--- src/rtl/onehot_dec_pkg.sv ---
// Shared definitions for the one-hot decode-and-hold block.
//   ST_IDLE / ST_HOLD : FSM state encodings (legacy-compatible localparams)
//   CODE_W / ONEHOT_W : encoded code width and decoded one-hot width
//   code2onehot()     : decode map, inverse of the 4-to-2 priority encoder
package onehot_dec_pkg;

  localparam int CODE_W   = 2;
  localparam int ONEHOT_W = 4;

  localparam logic [0:0] ST_IDLE = 1'b0;
  localparam logic [0:0] ST_HOLD = 1'b1;

  // Code 00 is the highest-priority line, so it maps to the MSB.
  function automatic logic [ONEHOT_W-1:0] code2onehot(input logic [CODE_W-1:0] code);
    logic [ONEHOT_W-1:0] onehot;
    case (code)
      2'b00:   onehot = 4'b1000;
      2'b01:   onehot = 4'b0100;
      2'b10:   onehot = 4'b0010;
      default: onehot = 4'b0001;
    endcase
    return onehot;
  endfunction

endpackage

--- src/rtl/onehot_decode_hold_if.sv ---
// Code-link and decoded-output bundle for onehot_decode_hold.
//   in_valid/in_ready/in_code/in_par : code stream handshake (master -> slave)
//   err_clr                          : synchronous clear of the sticky error
//   q/q_valid/busy/err               : decoded output and status (slave -> master)
// master = code source / downstream logic, slave = the decoder.
interface onehot_decode_hold_if;
  import onehot_dec_pkg::*;

  logic                in_valid;
  logic                in_ready;
  logic [CODE_W-1:0]   in_code;
  logic                in_par;
  logic                err_clr;
  logic [ONEHOT_W-1:0] q;
  logic                q_valid;
  logic                busy;
  logic                err;

  modport master (
    output in_valid, in_code, in_par, err_clr,
    input  in_ready, q, q_valid, busy, err
  );

  modport slave (
    input  in_valid, in_code, in_par, err_clr,
    output in_ready, q, q_valid, busy, err
  );

endinterface

--- src/rtl/onehot_dec_fifo.sv ---
// Synchronous FIFO buffering incoming codes ahead of the hold FSM.
//   clk, rst_n       : clock, async active-low reset (pointers only)
//   i_push / i_data  : write strobe and data (ignored while full)
//   i_pop            : read strobe (ignored while empty)
//   o_data           : head entry, combinational read
//   o_full / o_empty : occupancy flags
// Pointers carry one extra MSB; full when MSBs differ and the rest match.
module onehot_dec_fifo #(
  parameter int WIDTH = 2,
  parameter int DEPTH = 4
) (
  input  logic             clk,
  input  logic             rst_n,
  input  logic             i_push,
  input  logic [WIDTH-1:0] i_data,
  input  logic             i_pop,
  output logic [WIDTH-1:0] o_data,
  output logic             o_full,
  output logic             o_empty
);

  localparam int AW = $clog2(DEPTH);

  logic [WIDTH-1:0] r_mem [DEPTH];
  logic [AW:0]      r_wr_ptr;
  logic [AW:0]      r_rd_ptr;
  logic             w_wr;
  logic             w_rd;

  assign o_empty = (r_wr_ptr == r_rd_ptr);
  assign o_full  = (r_wr_ptr[AW] != r_rd_ptr[AW]) &&
                   (r_wr_ptr[AW-1:0] == r_rd_ptr[AW-1:0]);
  assign w_wr    = i_push & ~o_full;
  assign w_rd    = i_pop & ~o_empty;
  assign o_data  = r_mem[r_rd_ptr[AW-1:0]];

  always_ff @(posedge clk or negedge rst_n) begin
    if (!rst_n) begin
      r_wr_ptr <= '0;
      r_rd_ptr <= '0;
    end else begin
      if (w_wr) r_wr_ptr <= r_wr_ptr + 1'b1;
      if (w_rd) r_rd_ptr <= r_rd_ptr + 1'b1;
    end
  end

  // Storage needs no reset; empty pointers guard against reading stale data.
  always_ff @(posedge clk) begin
    if (w_wr) r_mem[r_wr_ptr[AW-1:0]] <= i_data;
  end

endmodule

--- src/rtl/onehot_decode_hold.sv ---
// Registered 2-to-4 one-hot decoder with input buffer and per-pattern hold.
//   clk, rst_n : clock, async active-low reset
//   bus        : onehot_decode_hold_if.slave (code stream in, q/status out)
// Parameters: HOLD_CYCLES (>=1) clocks per pattern, FIFO_DEPTH (power of 2, >=2).
// Optional feature macro PARITY_CHK_EN: beats whose in_par disagrees with
// ^in_code are acknowledged but discarded, and set the sticky err flag.
// Without it, in_par/err_clr are unused and err is tied low.
//
// state   | meaning
// --------+-----------------------------------------------------------
// ST_IDLE | q = 0000, waiting for the FIFO to hold a code
// ST_HOLD | q holds a decoded pattern; r_cnt counts remaining clocks
module onehot_decode_hold
  import onehot_dec_pkg::*;
#(
  parameter int HOLD_CYCLES = 4,
  parameter int FIFO_DEPTH  = 4
) (
  input  logic                 clk,
  input  logic                 rst_n,
  onehot_decode_hold_if.slave  bus
);

  localparam int CNT_W = (HOLD_CYCLES > 1) ? $clog2(HOLD_CYCLES) : 1;
  localparam logic [CNT_W-1:0] CNT_LOAD = CNT_W'(HOLD_CYCLES - 1);

  logic [0:0]          r_state;
  logic [CNT_W-1:0]    r_cnt;
  logic [ONEHOT_W-1:0] r_q;
  logic                r_q_valid;
  logic                r_err;

  logic                w_full;
  logic                w_empty;
  logic [CODE_W-1:0]   w_head;
  logic                w_accept;
  logic                w_push;
  logic                w_pop;
  logic                w_par_bad;

  assign w_accept = bus.in_valid & bus.in_ready;

`ifdef PARITY_CHK_EN
  // Odd parity across code+par means in_par != ^in_code.
  assign w_par_bad = w_accept & (^{bus.in_code, bus.in_par});
`else
  assign w_par_bad = 1'b0;
  logic w_unused;
  assign w_unused = ^{bus.in_par, bus.err_clr};
`endif

  assign w_push = w_accept & ~w_par_bad;

  // Pop when idle, or at terminal count so patterns run back-to-back.
  assign w_pop = ~w_empty & ((r_state == ST_IDLE) | (r_cnt == '0));

  onehot_dec_fifo #(
    .WIDTH (CODE_W),
    .DEPTH (FIFO_DEPTH)
  ) u_fifo (
    .clk     (clk),
    .rst_n   (rst_n),
    .i_push  (w_push),
    .i_data  (bus.in_code),
    .i_pop   (w_pop),
    .o_data  (w_head),
    .o_full  (w_full),
    .o_empty (w_empty)
  );

  always_ff @(posedge clk or negedge rst_n) begin
    if (!rst_n) begin
      r_state   <= ST_IDLE;
      r_cnt     <= '0;
      r_q       <= '0;
      r_q_valid <= 1'b0;
    end else if (w_pop) begin
      r_state   <= ST_HOLD;
      r_cnt     <= CNT_LOAD;
      r_q       <= code2onehot(w_head);
      r_q_valid <= 1'b1;
    end else if (r_state == ST_HOLD) begin
      if (r_cnt != '0) begin
        r_cnt <= r_cnt - 1'b1;
      end else begin
        r_state   <= ST_IDLE;
        r_q       <= '0;
        r_q_valid <= 1'b0;
      end
    end
  end

`ifdef PARITY_CHK_EN
  // A new error outranks a clear in the same cycle.
  always_ff @(posedge clk or negedge rst_n) begin
    if (!rst_n)          r_err <= 1'b0;
    else if (w_par_bad)  r_err <= 1'b1;
    else if (bus.err_clr) r_err <= 1'b0;
  end
`else
  assign r_err = 1'b0;
`endif

  assign bus.in_ready = ~w_full;
  assign bus.q        = r_q;
  assign bus.q_valid  = r_q_valid;
  assign bus.busy     = (r_state == ST_HOLD) | ~w_empty;
  assign bus.err      = r_err;

endmodule

--- src/flat_wrapper.sv ---
// flat-port wrapper written by rule: the top's interface ports become plain ports
module onehot_decode_hold_flat import onehot_dec_pkg::*;
#(
  parameter int HOLD_CYCLES = 4,
  parameter int FIFO_DEPTH  = 4
)
  (clk, rst_n, bus_in_valid, bus_in_code, bus_in_par, bus_err_clr, bus_in_ready, bus_q, bus_q_valid, bus_busy, bus_err);
  onehot_decode_hold_if bus_i ();
  input  logic clk;
  input  logic rst_n;
  input wire logic [$bits(bus_i.in_valid)-1:0] bus_in_valid;
  input wire logic [$bits(bus_i.in_code)-1:0] bus_in_code;
  input wire logic [$bits(bus_i.in_par)-1:0] bus_in_par;
  input wire logic [$bits(bus_i.err_clr)-1:0] bus_err_clr;
  output wire logic [$bits(bus_i.in_ready)-1:0] bus_in_ready;
  output wire logic [$bits(bus_i.q)-1:0] bus_q;
  output wire logic [$bits(bus_i.q_valid)-1:0] bus_q_valid;
  output wire logic [$bits(bus_i.busy)-1:0] bus_busy;
  output wire logic [$bits(bus_i.err)-1:0] bus_err;
  assign bus_i.in_valid = bus_in_valid;
  assign bus_i.in_code = bus_in_code;
  assign bus_i.in_par = bus_in_par;
  assign bus_i.err_clr = bus_err_clr;
  assign bus_in_ready = bus_i.in_ready;
  assign bus_q = bus_i.q;
  assign bus_q_valid = bus_i.q_valid;
  assign bus_busy = bus_i.busy;
  assign bus_err = bus_i.err;
  onehot_decode_hold #(.HOLD_CYCLES(HOLD_CYCLES), .FIFO_DEPTH(FIFO_DEPTH)) u_core (.clk(clk), .rst_n(rst_n), .bus(bus_i));
endmodule
--- config.mk ---
export PLATFORM = sky130hd
export DESIGN_NAME = onehot_decode_hold_flat
export DESIGN_NICKNAME = d
export VERILOG_FILES = /design/src/rtl/onehot_dec_pkg.sv /design/src/rtl/onehot_decode_hold_if.sv /design/src/rtl/onehot_dec_fifo.sv /design/src/rtl/onehot_decode_hold.sv /design/src/flat_wrapper.sv
export SDC_FILE = /design/constraint.sdc
export NUM_CORES = 1
export LEC_CHECK = 0
export CAP_MARGIN = 20
export CORE_AREA = 3 3 53 55
export DETAILED_ROUTE_END_ITERATION = 8
export DIE_AREA = 0 0 56 58
export GPL_TIMING_DRIVEN = 0
export HOLD_SLACK_MARGIN = 0.15
export PLACE_DENSITY = 0.71
export SYNTH_ARGS = -nofsm -noshare
export SYNTH_HDL_FRONTEND = slang
export SYNTH_SLANG_ARGS = --single-unit
--- constraint.sdc ---
create_clock -name clk -period 1.6 [get_ports clk]
set_input_delay 0.32 -clock clk [delete_from_list [all_inputs] [get_ports clk]]
set_output_delay 0.32 -clock clk [all_outputs]
set_load 0.02 [all_outputs]
==> results of run 1 <==
[synth_stat cells (2+ instances only)]
library cell	n
sky130_fd_sc_hd__nor2b_1	3
sky130_fd_sc_hd__and2_1	3
sky130_fd_sc_hd__nand2b_1	2
sky130_fd_sc_hd__a32oi_1	2
sky130_fd_sc_hd__a31oi_2	2
sky130_fd_sc_hd__nand2_1	6
sky130_fd_sc_hd__nor2_1	2
sky130_fd_sc_hd__nor3_1	2
sky130_fd_sc_hd__xnor2_1	3
sky130_fd_sc_hd__edfxtp_1	8
sky130_fd_sc_hd__nand3_1	4
sky130_fd_sc_hd__mux4_2	2
sky130_fd_sc_hd__o211ai_1	4
sky130_fd_sc_hd__xnor2_2	2
sky130_fd_sc_hd__ha_1	6
sky130_fd_sc_hd__xor2_1	2
sky130_fd_sc_hd__inv_1	5
sky130_fd_sc_hd__a21oi_1	3
sky130_fd_sc_hd__a22oi_1	2
sky130_fd_sc_hd__dfrtp_1	14
[worst reg2reg max path, cell delays in order, from the launching register on]
cell	delay [ns]
sky130_fd_sc_hd__dfrtp_2	0.45
sky130_fd_sc_hd__buf_6	0.13
sky130_fd_sc_hd__mux4_2	0.55
sky130_fd_sc_hd__nor2b_4	0.16
sky130_fd_sc_hd__a32oi_1	0.18
sky130_fd_sc_hd__o211ai_1	0.11
[final cells by class]
| type | instances | area [sq um] |
|---|---|---|
| fill | 183 | 875.8 |
| sequential | 22 | 596.8 |
| multi-input combinational | 60 | 588.1 |
| timing repair buffer | 27 | 245.2 |
| tap | 30 | 37.54 |
| clock inverter | 1 | 30.03 |
| clock buffer | 3 | 22.52 |
| inverter | 5 | 18.77 |
| buffer | 3 | 17.52 |
[layer usage]
metal  routed length [um]  vias to the layer above  share of wire, %
met5                    0                        -                 0
met4                   57                        0               2.7
met3                   88                        5               4.1
met2                 1095                       18                51
li1                     -                      378                 -
met1                  885                      378                42
[cell families after synthesis]
group | share of synthesized area [%]
AND/OR/NAND/NOR | 13.26
adder cells (fa/ha/maj) | 6.630
XOR/XNOR | 8.178
AO/OA/AOI/OAI | 9.502
buffers and inverters | 4.088
multiplexers | 5.856
other | 0.3312
flip-flops | 52.16
[metrics by stage]
step                std cells  setup WS (ns)  hold slack [ns]  TNS, ns  cell area, sq um
floorplan                  91        0.06521          0.02441        0              1134
global placement          132        -0.3973           0.4557   -1.093              1281
detailed placement        132        -0.4004           0.4887   -1.284              1281
CTS                       148       -0.09546           0.3863  -0.3014              1485
global route              151        -0.1847           0.4019   -1.110              1556
finish                    151       -0.08809           0.3846  -0.3819              1556
[worst paths after layout]
path / start / endpoint / cells past startpoint
max reg2reg: u_core.u_fifo.r_rd_ptr[0] / u_core.bus.q[0] / 5
min: rst_n / u_core.bus.q[2] / 1
min in group clk: u_core.r_cnt[0] / u_core.r_cnt[0] / 1
min reg2reg: u_core.r_cnt[0] / u_core.r_cnt[0] / 1
max: u_core.u_fifo.r_rd_ptr[0] / u_core.bus.q[0] / 5
max in group asynchronous: rst_n / u_core.u_fifo.r_rd_ptr[1] / 1
[layout by cell type, fill, tap and decap left out, types with 3 or more instances in the layout]
cell	count
sky130_fd_sc_hd__a21oi_1	3
sky130_fd_sc_hd__and2_1	3
sky130_fd_sc_hd__buf_4	12
sky130_fd_sc_hd__buf_6	7
sky130_fd_sc_hd__clkbuf_4	3
sky130_fd_sc_hd__clkdlybuf4s50_1	4
sky130_fd_sc_hd__dfrtp_1	9
sky130_fd_sc_hd__dfrtp_2	5
sky130_fd_sc_hd__dlygate4sd2_1	5
sky130_fd_sc_hd__edfxtp_1	8
sky130_fd_sc_hd__ha_1	6
sky130_fd_sc_hd__inv_1	5
sky130_fd_sc_hd__nand2_1	6
sky130_fd_sc_hd__nand3_2	3
sky130_fd_sc_hd__o211ai_1	4
[state kept, by name, indices dropped and copies added (netlist names)]
register,cells
u_core.bus.q,4
u_core.bus.q_valid,1
u_core.r_cnt,2
u_core.r_state,1
u_core.u_fifo.r_mem,8
u_core.u_fifo.r_rd_ptr,3
u_core.u_fifo.r_wr_ptr,3
[what timing repair did]
item,CTS,global route
endpoints found under the setup margin,14,19
cloned,0,0
pin swaps,9,3
setup buffers,13,3
gates resized for setup,33,9
[report_power, final]
part / internal (uW) / switching, uW
combinational: 1100 / 1060
clock: 253 / 175
sequential: 812 / 165
total: 2160 / 1400
==> qor.txt, run 1 <==
SYNTHESIS
--------------------------------------------------------------------------------------
Flop and latch count out of synthesis                                               22
Synthesized area                                                          0.001132 sq mm
Count of flip-flops with a built-in enable after synthesis                           8
Share of synthesized area occupied by flip-flops and latches                    52.15%
Main area contributors after synthesis                                    sky130_fd_sc_hd__dfrtp_1 31%, sky130_fd_sc_hd__edfxtp_1 21%, sky130_fd_sc_hd__ha_1 6.6%
Fraction of registers with async set or reset after synthesis                   63.64%
Mapped Cells                                                                        91
Unique masters post-synth                                                           34
Synth Warn #                                                                         0
Dominant cell type by area after synthesis                                sky130_fd_sc_hd__dfrtp_1
Area share of the largest cell type after synthesis                             30.94%
Post-Synthesis Net Count                                                           104
Average instance area after synthesis                                      12.44 sq um
Most frequently used flop master after synthesis                          sky130_fd_sc_hd__dfrtp_1

STA
--------------------------------------------------------------------------------------
Worst Setup Slack, final                                                   -0.08809 ns
Clock skew                                                                 0.005016 ns
Clock period minus worst slack                                                1.688 ns
Finish-stage setup viols                                                             7
Hold Fails Final Rpt                                                                 0
Final clock period utilization by the worst path                                105.5%
Unrepaired setup endpoints after global routing                                    yes
Slew at the pin closest to its max-slew limit                                0.6409 ns
Max Slew Vio Count                                                                   0
Max-slew headroom                                                               57.14%
Max Fclk                                                                     592.4 MHz

WORST SETUP PATH
--------------------------------------------------------------------------------------
Slowest cell on the critical path                                         sky130_fd_sc_hd__mux4_2
CP startpoint kind                                                            register
WP data arrival                                                                1.89 ns
Worst Setup Path Type                                                       reg -> reg
Crit-path leading delay family                                            multiplexers
Crit path required time                                                        1.80 ns
Nature of the critical path endpoint                                          register
Buffers plus inverters on the worst setup path                                       1
Maximum single-stage delay on the critical path                                0.55 ns
Cell-by-cell trace of the critical path                                   buf_6 -> mux4_2 -> nor2b_4 -> a32oi_1 -> o211ai_1
FF-to-FF setup slack                                                          -0.09 ns
CP max FO                                                                            4

PLACEMENT
--------------------------------------------------------------------------------------
Weighted congestion reported at the end of routability-driven placement         0.6928
Detail Placement HPWL                                                         1.373 mm
Count of buffers inserted at the top-level ports                                    11

FINISH
--------------------------------------------------------------------------------------
Ant diodes                                                                           0
Utilization after layout                                                        63.99%
Layout overhead on the synthesized area                                         37.46%
Layout net count                                                                   135
Share of cells above drive strength 1                                           39.67%

GRT
--------------------------------------------------------------------------------------
Global-route wire length before repair                                        3.532 mm
Busiest layer in global routing                                                   met2
Overall Global Routing Usage                                                    14.37%
Grt met3 use                                                                    2.004%
Number of global-route vias before repair                                          809
Global-route met2 utilization                                                   25.21%
Antenna violations before repair                                                     0
Grt total ovfl                                                                       0
Maximum number of pins on one net before global-route repair                        15
Met1 global-route usage                                                         16.52%

ROUTING
--------------------------------------------------------------------------------------
Vias                                                                               779
Number of vias per cell after detailed routing                                   5.159
Wire per inst                                                                 14.09 um
Drt first pass iters                                                                 4
Antenna Nets Post-Route                                                              0
Drt initial violations                                                              17
Final wirelength                                                              2.127 mm
Residual DRC count                                                                   0

OUTCOME
--------------------------------------------------------------------------------------
Run status                                                                complete, but fails checks
Failing checks                                                            setup timing

FLOORPLAN
--------------------------------------------------------------------------------------
Overall die area                                                          0.003248 sq mm
Effective utilization at floorplan                                              46.55%
I/O pins                                                                            15
Die height                                                                       58 um
Placement row count                                                                 18
Die Span X                                                                       56 um
Core area                                                                 0.002432 sq mm

CLOCKING
--------------------------------------------------------------------------------------
H-tree depth reported by CTS                                                         1
CTS clock-pin slew for the worst setup and hold paths                          0.13 ns
Clock buffer depth                                                                   2
Clk Latency, worst-skew pair                                                   0.31 ns
Number of clock buffers inserted by TritonCTS                                        3
TritonCTS clock tree                                                             built
Post-CTS Hold Fix Bufs                                                               0
Root buffer selected by CTS                                               sky130_fd_sc_hd__clkbuf_4
Total number of clock tree sinks                                                    22

POWER AND IR DROP
--------------------------------------------------------------------------------------
Leakage power of the design                                               0.0006325 uW
Overall power consumption                                                      3563 uW
Total power density per cell area                                         2289 mW/mm^2
Worst vdd ir                                                                  1.443 mV

WORST HOLD PATH
--------------------------------------------------------------------------------------
Type of the most critical hold path                                        in -> async

RUN
--------------------------------------------------------------------------------------
Number of max-cap violations                                                         0

Note: power is estimated with default switching activity, not from simulation.
==> run 2, diff against run 1 <==
--- a/config.mk
+++ b/config.mk
@@ -6,9 +6,10 @@
 export NUM_CORES = 1
 export LEC_CHECK = 0
 export CAP_MARGIN = 20
-export CORE_AREA = 3 3 53 55
+export CORE_AREA = 3 3 52 54
+export CTS_BUF_LIST = sky130_fd_sc_hd__clkbuf_4 sky130_fd_sc_hd__clkbuf_8 sky130_fd_sc_hd__clkbuf_16
 export DETAILED_ROUTE_END_ITERATION = 8
-export DIE_AREA = 0 0 56 58
+export DIE_AREA = 0 0 55 57
 export GPL_TIMING_DRIVEN = 0
 export HOLD_SLACK_MARGIN = 0.15
 export PLACE_DENSITY = 0.71
==> constraint.sdc (replaced) <==
create_clock -name clk -period 1.94 [get_ports clk]
set_input_delay 0.388 -clock clk [delete_from_list [all_inputs] [get_ports clk]]
set_output_delay 0.388 -clock clk [all_outputs]
set_load 0.02 [all_outputs]
==> run 2 against run 1 <==
The run now ends clean. Critical path depth stayed put. Cell area is 8.5% lower. Clock skew is 0.0038 ns higher.
==> qor.txt, run 2 (synthesis gave the netlist of run 1 again) <==
GRT
--------------------------------------------------------------------------------------
Maximum number of pins on one net before global-route repair                        15
Grt total ovfl                                                                       0
Overall Global Routing Usage                                                    15.59%
Number of global-route vias before repair                                          771
Antenna violations before repair                                                     0
Global-route wire length before repair                                        3.477 mm

CLOCKING
--------------------------------------------------------------------------------------
CTS clock-pin slew for the worst setup and hold paths                          0.13 ns
Number of clock buffers inserted by TritonCTS                                        3
Clk Latency, worst-skew pair                                                   0.32 ns
Clock buffer depth                                                                   2
Post-CTS Hold Fix Bufs                                                               0
TritonCTS clock tree                                                             built
H-tree depth reported by CTS                                                         1
Root buffer selected by CTS                                               sky130_fd_sc_hd__clkbuf_4
Total number of clock tree sinks                                                    22

WORST HOLD PATH
--------------------------------------------------------------------------------------
Type of the most critical hold path                                        in -> async

OUTCOME
--------------------------------------------------------------------------------------
Run status                                                                   completed

FLOORPLAN
--------------------------------------------------------------------------------------
Die height                                                                       57 um
Core area                                                                 0.002255 sq mm
Overall die area                                                          0.003135 sq mm
Effective utilization at floorplan                                              50.22%
I/O pins                                                                            15
Die Span X                                                                       55 um
Placement row count                                                                 17

ROUTING
--------------------------------------------------------------------------------------
Drt first pass iters                                                                 4
Number of vias per cell after detailed routing                                   5.233
Vias                                                                               764
Final wirelength                                                              2.098 mm
Residual DRC count                                                                   0
Wire per inst                                                                 14.37 um
Drt initial violations                                                               5
Antenna Nets Post-Route                                                              0

STA
--------------------------------------------------------------------------------------
Unrepaired setup endpoints after global routing                                     no
Hold Fails Final Rpt                                                                 0
WHS                                                                          0.4505 ns
Clock skew                                                                 0.008803 ns
Clock period minus worst slack                                                1.859 ns
Max Slew Vio Count                                                                   0
Max-slew headroom                                                               56.90%
Final clock period utilization by the worst path                                95.85%
Max Fclk                                                                     537.8 MHz
Slew at the pin closest to its max-slew limit                                0.6445 ns
Finish-stage setup viols                                                             0

PLACEMENT
--------------------------------------------------------------------------------------
Detail Placement HPWL                                                         1.453 mm
Count of buffers inserted at the top-level ports                                    11
Weighted congestion reported at the end of routability-driven placement         0.6764

WORST SETUP PATH
--------------------------------------------------------------------------------------
CP max FO                                                                            3
Crit path required time                                                        1.55 ns
WP data arrival                                                                1.47 ns
FF-to-FF setup slack                                                           0.19 ns
Nature of the critical path endpoint                                       output port
CP startpoint kind                                                            register
Register-to-Register Path Depth                                                      5
Reg-to-reg critical path startpoint                                       u_core.u_fifo.r_rd_ptr[0]
Endpoint of the most critical register-to-register path                   u_core.bus.q[0]
Worst Setup Path Type                                                       reg -> out

FINISH
--------------------------------------------------------------------------------------
Layout net count                                                                   132
Share of cells above drive strength 1                                           30.51%
Most common library cell in the layout ignoring fill and taps             sky130_fd_sc_hd__buf_4
Layout overhead on the synthesized area                                         25.75%
Most frequent cells in the layout                                         13 x sky130_fd_sc_hd__buf_4, 9 x sky130_fd_sc_hd__clkdlybuf4s50_1, 9 x sky130_fd_sc_hd__dfrtp_1
Max FFs per register                                                                 8
Ant diodes                                                                           0

POWER AND IR DROP
--------------------------------------------------------------------------------------
Leakage power of the design                                               0.0005775 uW
Total power density per cell area                                         1833 mW/mm^2
Overall power consumption                                                      2609 uW
Worst vdd ir                                                                 0.9847 mV

RUN
--------------------------------------------------------------------------------------
Number of max-cap violations                                                         0

==> run 2: what timing repair did <==
item	in CTS	in global routing
endpoints found under the setup margin	2	2
gates cloned	0	0
resized for setup	5	8
pin swaps	2	3
setup buffers	2	10
==> run 2: worst max path at each step <==
stage                              startpoint                        end  cells past startpoint
finish              u_core.u_fifo.r_rd_ptr[2]                   bus_busy                      5
global route                  u_core.r_cnt[0]  u_core.u_fifo.r_rd_ptr[2]                      6
CTS                 u_core.u_fifo.r_wr_ptr[2]                   bus_busy                      5
detailed placement  u_core.u_fifo.r_rd_ptr[0]                   bus_busy                      5
global placement    u_core.u_fifo.r_rd_ptr[0]                   bus_busy                      5
floorplan           u_core.u_fifo.r_rd_ptr[0]            u_core.bus.q[0]                      4
==> run 2: worst max-delay path, cell delays in order (launching register included) <==
cell                       delay, ns
sky130_fd_sc_hd__dfrtp_2        0.47
sky130_fd_sc_hd__xnor2_2        0.21
sky130_fd_sc_hd__and3_1         0.19
sky130_fd_sc_hd__buf_6          0.10
sky130_fd_sc_hd__nand2b_1       0.04
sky130_fd_sc_hd__buf_2          0.15
==> run 2: cell type report <==
class,instances,area (sq um)
Timing Repair Buffer,23,190.2
Buffer,4,27.53
Clock inverter,1,30.03
Fill cell,196,830.8
Inverter,5,18.77
Multi-Input combinational cell,60,503.0
Tap cell,28,35.03
Sequential cell,22,596.8
Clock buffer,3,22.52
==> run 2: metrics by stage <==
stage / cell area, sq um / cells / utilization (%) / worst slack (ns) / setup TNS, ns
finish: 1424 / 146 / 63.15 / 0.08059 / 0
global route: 1424 / 146 / 63.15 / 0.01691 / 0
detailed placement: 1277 / 130 / 56.66 / -0.1871 / -0.1871
floorplan: 1132 / 91 / - / 0.3391 / 0
global placement: 1277 / 130 / 56.66 / -0.1657 / -0.1657
CTS: 1353 / 136 / 59.99 / -0.1731 / -0.1731
==> run 2: where the power goes <==
group	leakage, uW	switching (uW)	internal [uW]
sequential	0.000233	144	669
clock	0.0000279	148	209
combinational	0.000316	719	720
==> run 2: routing by layer <==
metal,vias up,global-route usage (%),wire [um]
met5,-,0,0
met4,0,8.333,91
met3,9,2.611,92
met2,22,26.18,1087
met1,361,18.37,827
li1,372,-,-
==> run 3, diff against run 2 <==
--- a/config.mk
+++ b/config.mk
@@ -6,10 +6,10 @@
 export NUM_CORES = 1
 export LEC_CHECK = 0
 export CAP_MARGIN = 20
-export CORE_AREA = 3 3 52 54
+export CORE_AREA = 4 4 54 56
 export CTS_BUF_LIST = sky130_fd_sc_hd__clkbuf_4 sky130_fd_sc_hd__clkbuf_8 sky130_fd_sc_hd__clkbuf_16
 export DETAILED_ROUTE_END_ITERATION = 8
-export DIE_AREA = 0 0 55 57
+export DIE_AREA = 0 0 58 60
 export GPL_TIMING_DRIVEN = 0
 export HOLD_SLACK_MARGIN = 0.15
 export PLACE_DENSITY = 0.71
==> constraint.sdc (replaced) <==
create_clock -name clk -period 1.6 [get_ports clk]
set_input_delay 0.32 -clock clk [delete_from_list [all_inputs] [get_ports clk]]
set_output_delay 0.32 -clock clk [all_outputs]
set_load 0.02 [all_outputs]
==> run 3 against run 2 <==
The run now ends with setup timing left. Clock skew is 0.0069 ns lower. Die area is 11% higher. Count of clock-buffer cells in the layout stayed put. Routed wire length is 3.6% higher. Sequential power is 21% higher. Combinational power is 47% higher. Flip-flop and latch count stayed put. Cell area is 8.4% higher. Via count is 4.2% higher. Utilization is 0.33 points higher. Non-clock buffer count is 2 higher. Critical endpoint is now u_core.bus.q[0]. Highest routed layer unchanged.
==> qor.txt, run 3 (synthesis gave the netlist of run 1 again) <==
OUTCOME
--------------------------------------------------------------------------------------
Run status                                                                complete, but fails checks
Failing checks                                                            setup timing

PLACEMENT
--------------------------------------------------------------------------------------
Count of buffers inserted at the top-level ports                                    11
Minimum setup slack after placement                                         -0.4188 ns
Detail Placement HPWL                                                         1.378 mm
Weighted congestion reported at the end of routability-driven placement         0.7240
Post-placement cell area                                                  0.001281 sq mm

WORST SETUP PATH
--------------------------------------------------------------------------------------
Nature of the critical path endpoint                                          register
FF-to-FF setup slack                                                           -0.1 ns
Cell-by-cell trace of the critical path                                   buf_6 -> mux4_2 -> nor2b_4 -> a32oi_1 -> o211ai_1
Maximum single-stage delay on the critical path                                0.54 ns
Slowest cell on the critical path                                         sky130_fd_sc_hd__mux4_2
Crit-path leading delay family                                            multiplexers
CP max FO                                                                            4
CP startpoint kind                                                            register
WP data arrival                                                                1.88 ns
Crit path required time                                                        1.79 ns
Endpoint of the most critical register-to-register path                   u_core.bus.q[0]
Register-to-Register Path Depth                                                      5
Reg-to-reg critical path startpoint                                       u_core.u_fifo.r_rd_ptr[0]
Worst Setup Path Type                                                       reg -> reg
Buffers plus inverters on the worst setup path                                       1

FINISH
--------------------------------------------------------------------------------------
Most frequent cells in the layout                                         12 x sky130_fd_sc_hd__buf_4, 9 x sky130_fd_sc_hd__dfrtp_1, 8 x sky130_fd_sc_hd__edfxtp_1
Layout net count                                                                   134
Cell area after layout                                                    0.001544 sq mm
Max FFs per register                                                                 8
Most common library cell in the layout ignoring fill and taps             sky130_fd_sc_hd__buf_4
Layout overhead on the synthesized area                                         36.35%
Ant diodes                                                                           0
Share of cells above drive strength 1                                           39.17%

STA
--------------------------------------------------------------------------------------
Max Fclk                                                                     590.0 MHz
Max-slew headroom                                                               54.97%
Slew at the pin closest to its max-slew limit                                0.6734 ns
Unrepaired setup endpoints after global routing                                    yes
Max Slew Vio Count                                                                   0
Worst Setup Slack, final                                                   -0.09502 ns
Final clock period utilization by the worst path                                105.9%
Clock skew                                                                 0.001890 ns
Hold Fails Final Rpt                                                                 0
WHS                                                                          0.4121 ns
Clock period minus worst slack                                                1.695 ns
Finish-stage setup viols                                                             7
Total negative slack                                                        -0.3391 ns

WORST HOLD PATH
--------------------------------------------------------------------------------------
Type of the most critical hold path                                        in -> async

POWER AND IR DROP
--------------------------------------------------------------------------------------
Portion of total power attributed to combinational logic                         60.3%
Worst vdd ir                                                                  1.330 mV
Leakage power of the design                                               0.0006385 uW
Overall power consumption                                                      3521 uW
Part of the total power dissipated in sequential elements                        27.9%
Total power density per cell area                                         2281 mW/mm^2
Switching pwr                                                                  1385 uW
Cell-internal power                                                            2137 uW
Fraction of power spent switching nets                                          39.32%
Power share of the clock group                                                   11.9%

ROUTING
--------------------------------------------------------------------------------------
Drt initial violations                                                              23
Vias                                                                               796
Residual DRC count                                                                   0
Wire per inst                                                                 14.49 um
Number of vias per cell after detailed routing                                   5.307
Antenna Nets Post-Route                                                              0
Final wirelength                                                              2.173 mm
Drt first pass iters                                                                 4

FLOORPLAN
--------------------------------------------------------------------------------------
I/O pins                                                                            15
Die Span X                                                                       58 um
Die height                                                                       60 um
Overall die area                                                          0.003480 sq mm
Effective utilization at floorplan                                              46.55%
Core area                                                                 0.002432 sq mm
Placement row count                                                                 18

GRT
--------------------------------------------------------------------------------------
Antenna violations before repair                                                     0
Overall Global Routing Usage                                                    13.96%
Grt total ovfl                                                                       0
Global-route wire length before repair                                        3.650 mm
Maximum number of pins on one net before global-route repair                        15
Number of global-route vias before repair                                          859

CLOCKING
--------------------------------------------------------------------------------------
Root buffer selected by CTS                                               sky130_fd_sc_hd__clkbuf_4
CTS clock-pin slew for the worst setup and hold paths                          0.12 ns
Total number of clock tree sinks                                                    22
Clk Latency, worst-skew pair                                                   0.30 ns
Number of clock buffers inserted by TritonCTS                                        3
TritonCTS clock tree                                                             built
Clock buffer depth                                                                   2
H-tree depth reported by CTS                                                         1

RUN
--------------------------------------------------------------------------------------
Number of max-cap violations                                                         0

## run 3: layer usage
layer  share of wire, %  global-route usage, %  up-vias
li1                   -                      -      379
met1                 40                  14.66      395
met2                 53                  26.77       18
met3                5.0                  2.808        4
met4                1.7                  5.960        0
met5                  0                      0        -
## run 3: cell type report
type,count,area (sq um)
clock inverters,1,30.03
fillers,195,888.4
multi-input cells,60,586.8
clock buffers,3,22.52
plain buffers,3,17.52
flip-flops and latches,22,596.8
inverters,5,18.77
well taps,30,37.54
repair buffers,26,234.0
## run 3: power groups by stage
stage / Clock (uW) / Combinational, uW / Sequential (uW)
after CTS: 436 / 1980 / 979
after detailed placement: 0 / 1380 / 1020
after global routing: 462 / 2290 / 1010
after floorplan: 0 / 998 / 1030
final: 418 / 2120 / 981
after global placement: 0 / 1340 / 1010
## run 3: what timing repair did
item | 4_1_cts | 5_1_grt
hold buffers | 0 | 0
setup buffers | 13 | 2
pin swaps | 14 | 5
resized for setup | 36 | 4
endpoints found under the setup margin | 13 | 10
## run 3: per-stage QoR
step | utilization [%] | instances
6_report | 63.48 | 150
5_1_grt | 63.48 | 150
4_1_cts | 62.09 | 148
3_5_place_dp | 52.67 | 132
3_3_place_gp | 52.67 | 132
2_1_floorplan | - | 91
## run 3: worst max-delay path by stage
| stage | startpoint | to | slack [ns] | cells past startpoint |
|---|---|---|---|---|
| after floorplan | u_core.u_fifo.r_rd_ptr[0] | u_core.bus.q[0] | 0.07 | 4 |
| after global placement | u_core.u_fifo.r_rd_ptr[0] | bus_busy | -0.40 | 5 |
| after detailed placement | u_core.u_fifo.r_rd_ptr[1] | bus_busy | -0.42 | 5 |
| after CTS | u_core.u_fifo.r_wr_ptr[0] | bus_busy | -0.08 | 4 |
| after global routing | u_core.u_fifo.r_rd_ptr[0] | u_core.bus.q[0] | -0.16 | 5 |
| final | u_core.u_fifo.r_rd_ptr[0] | u_core.bus.q[0] | -0.1 | 5 |
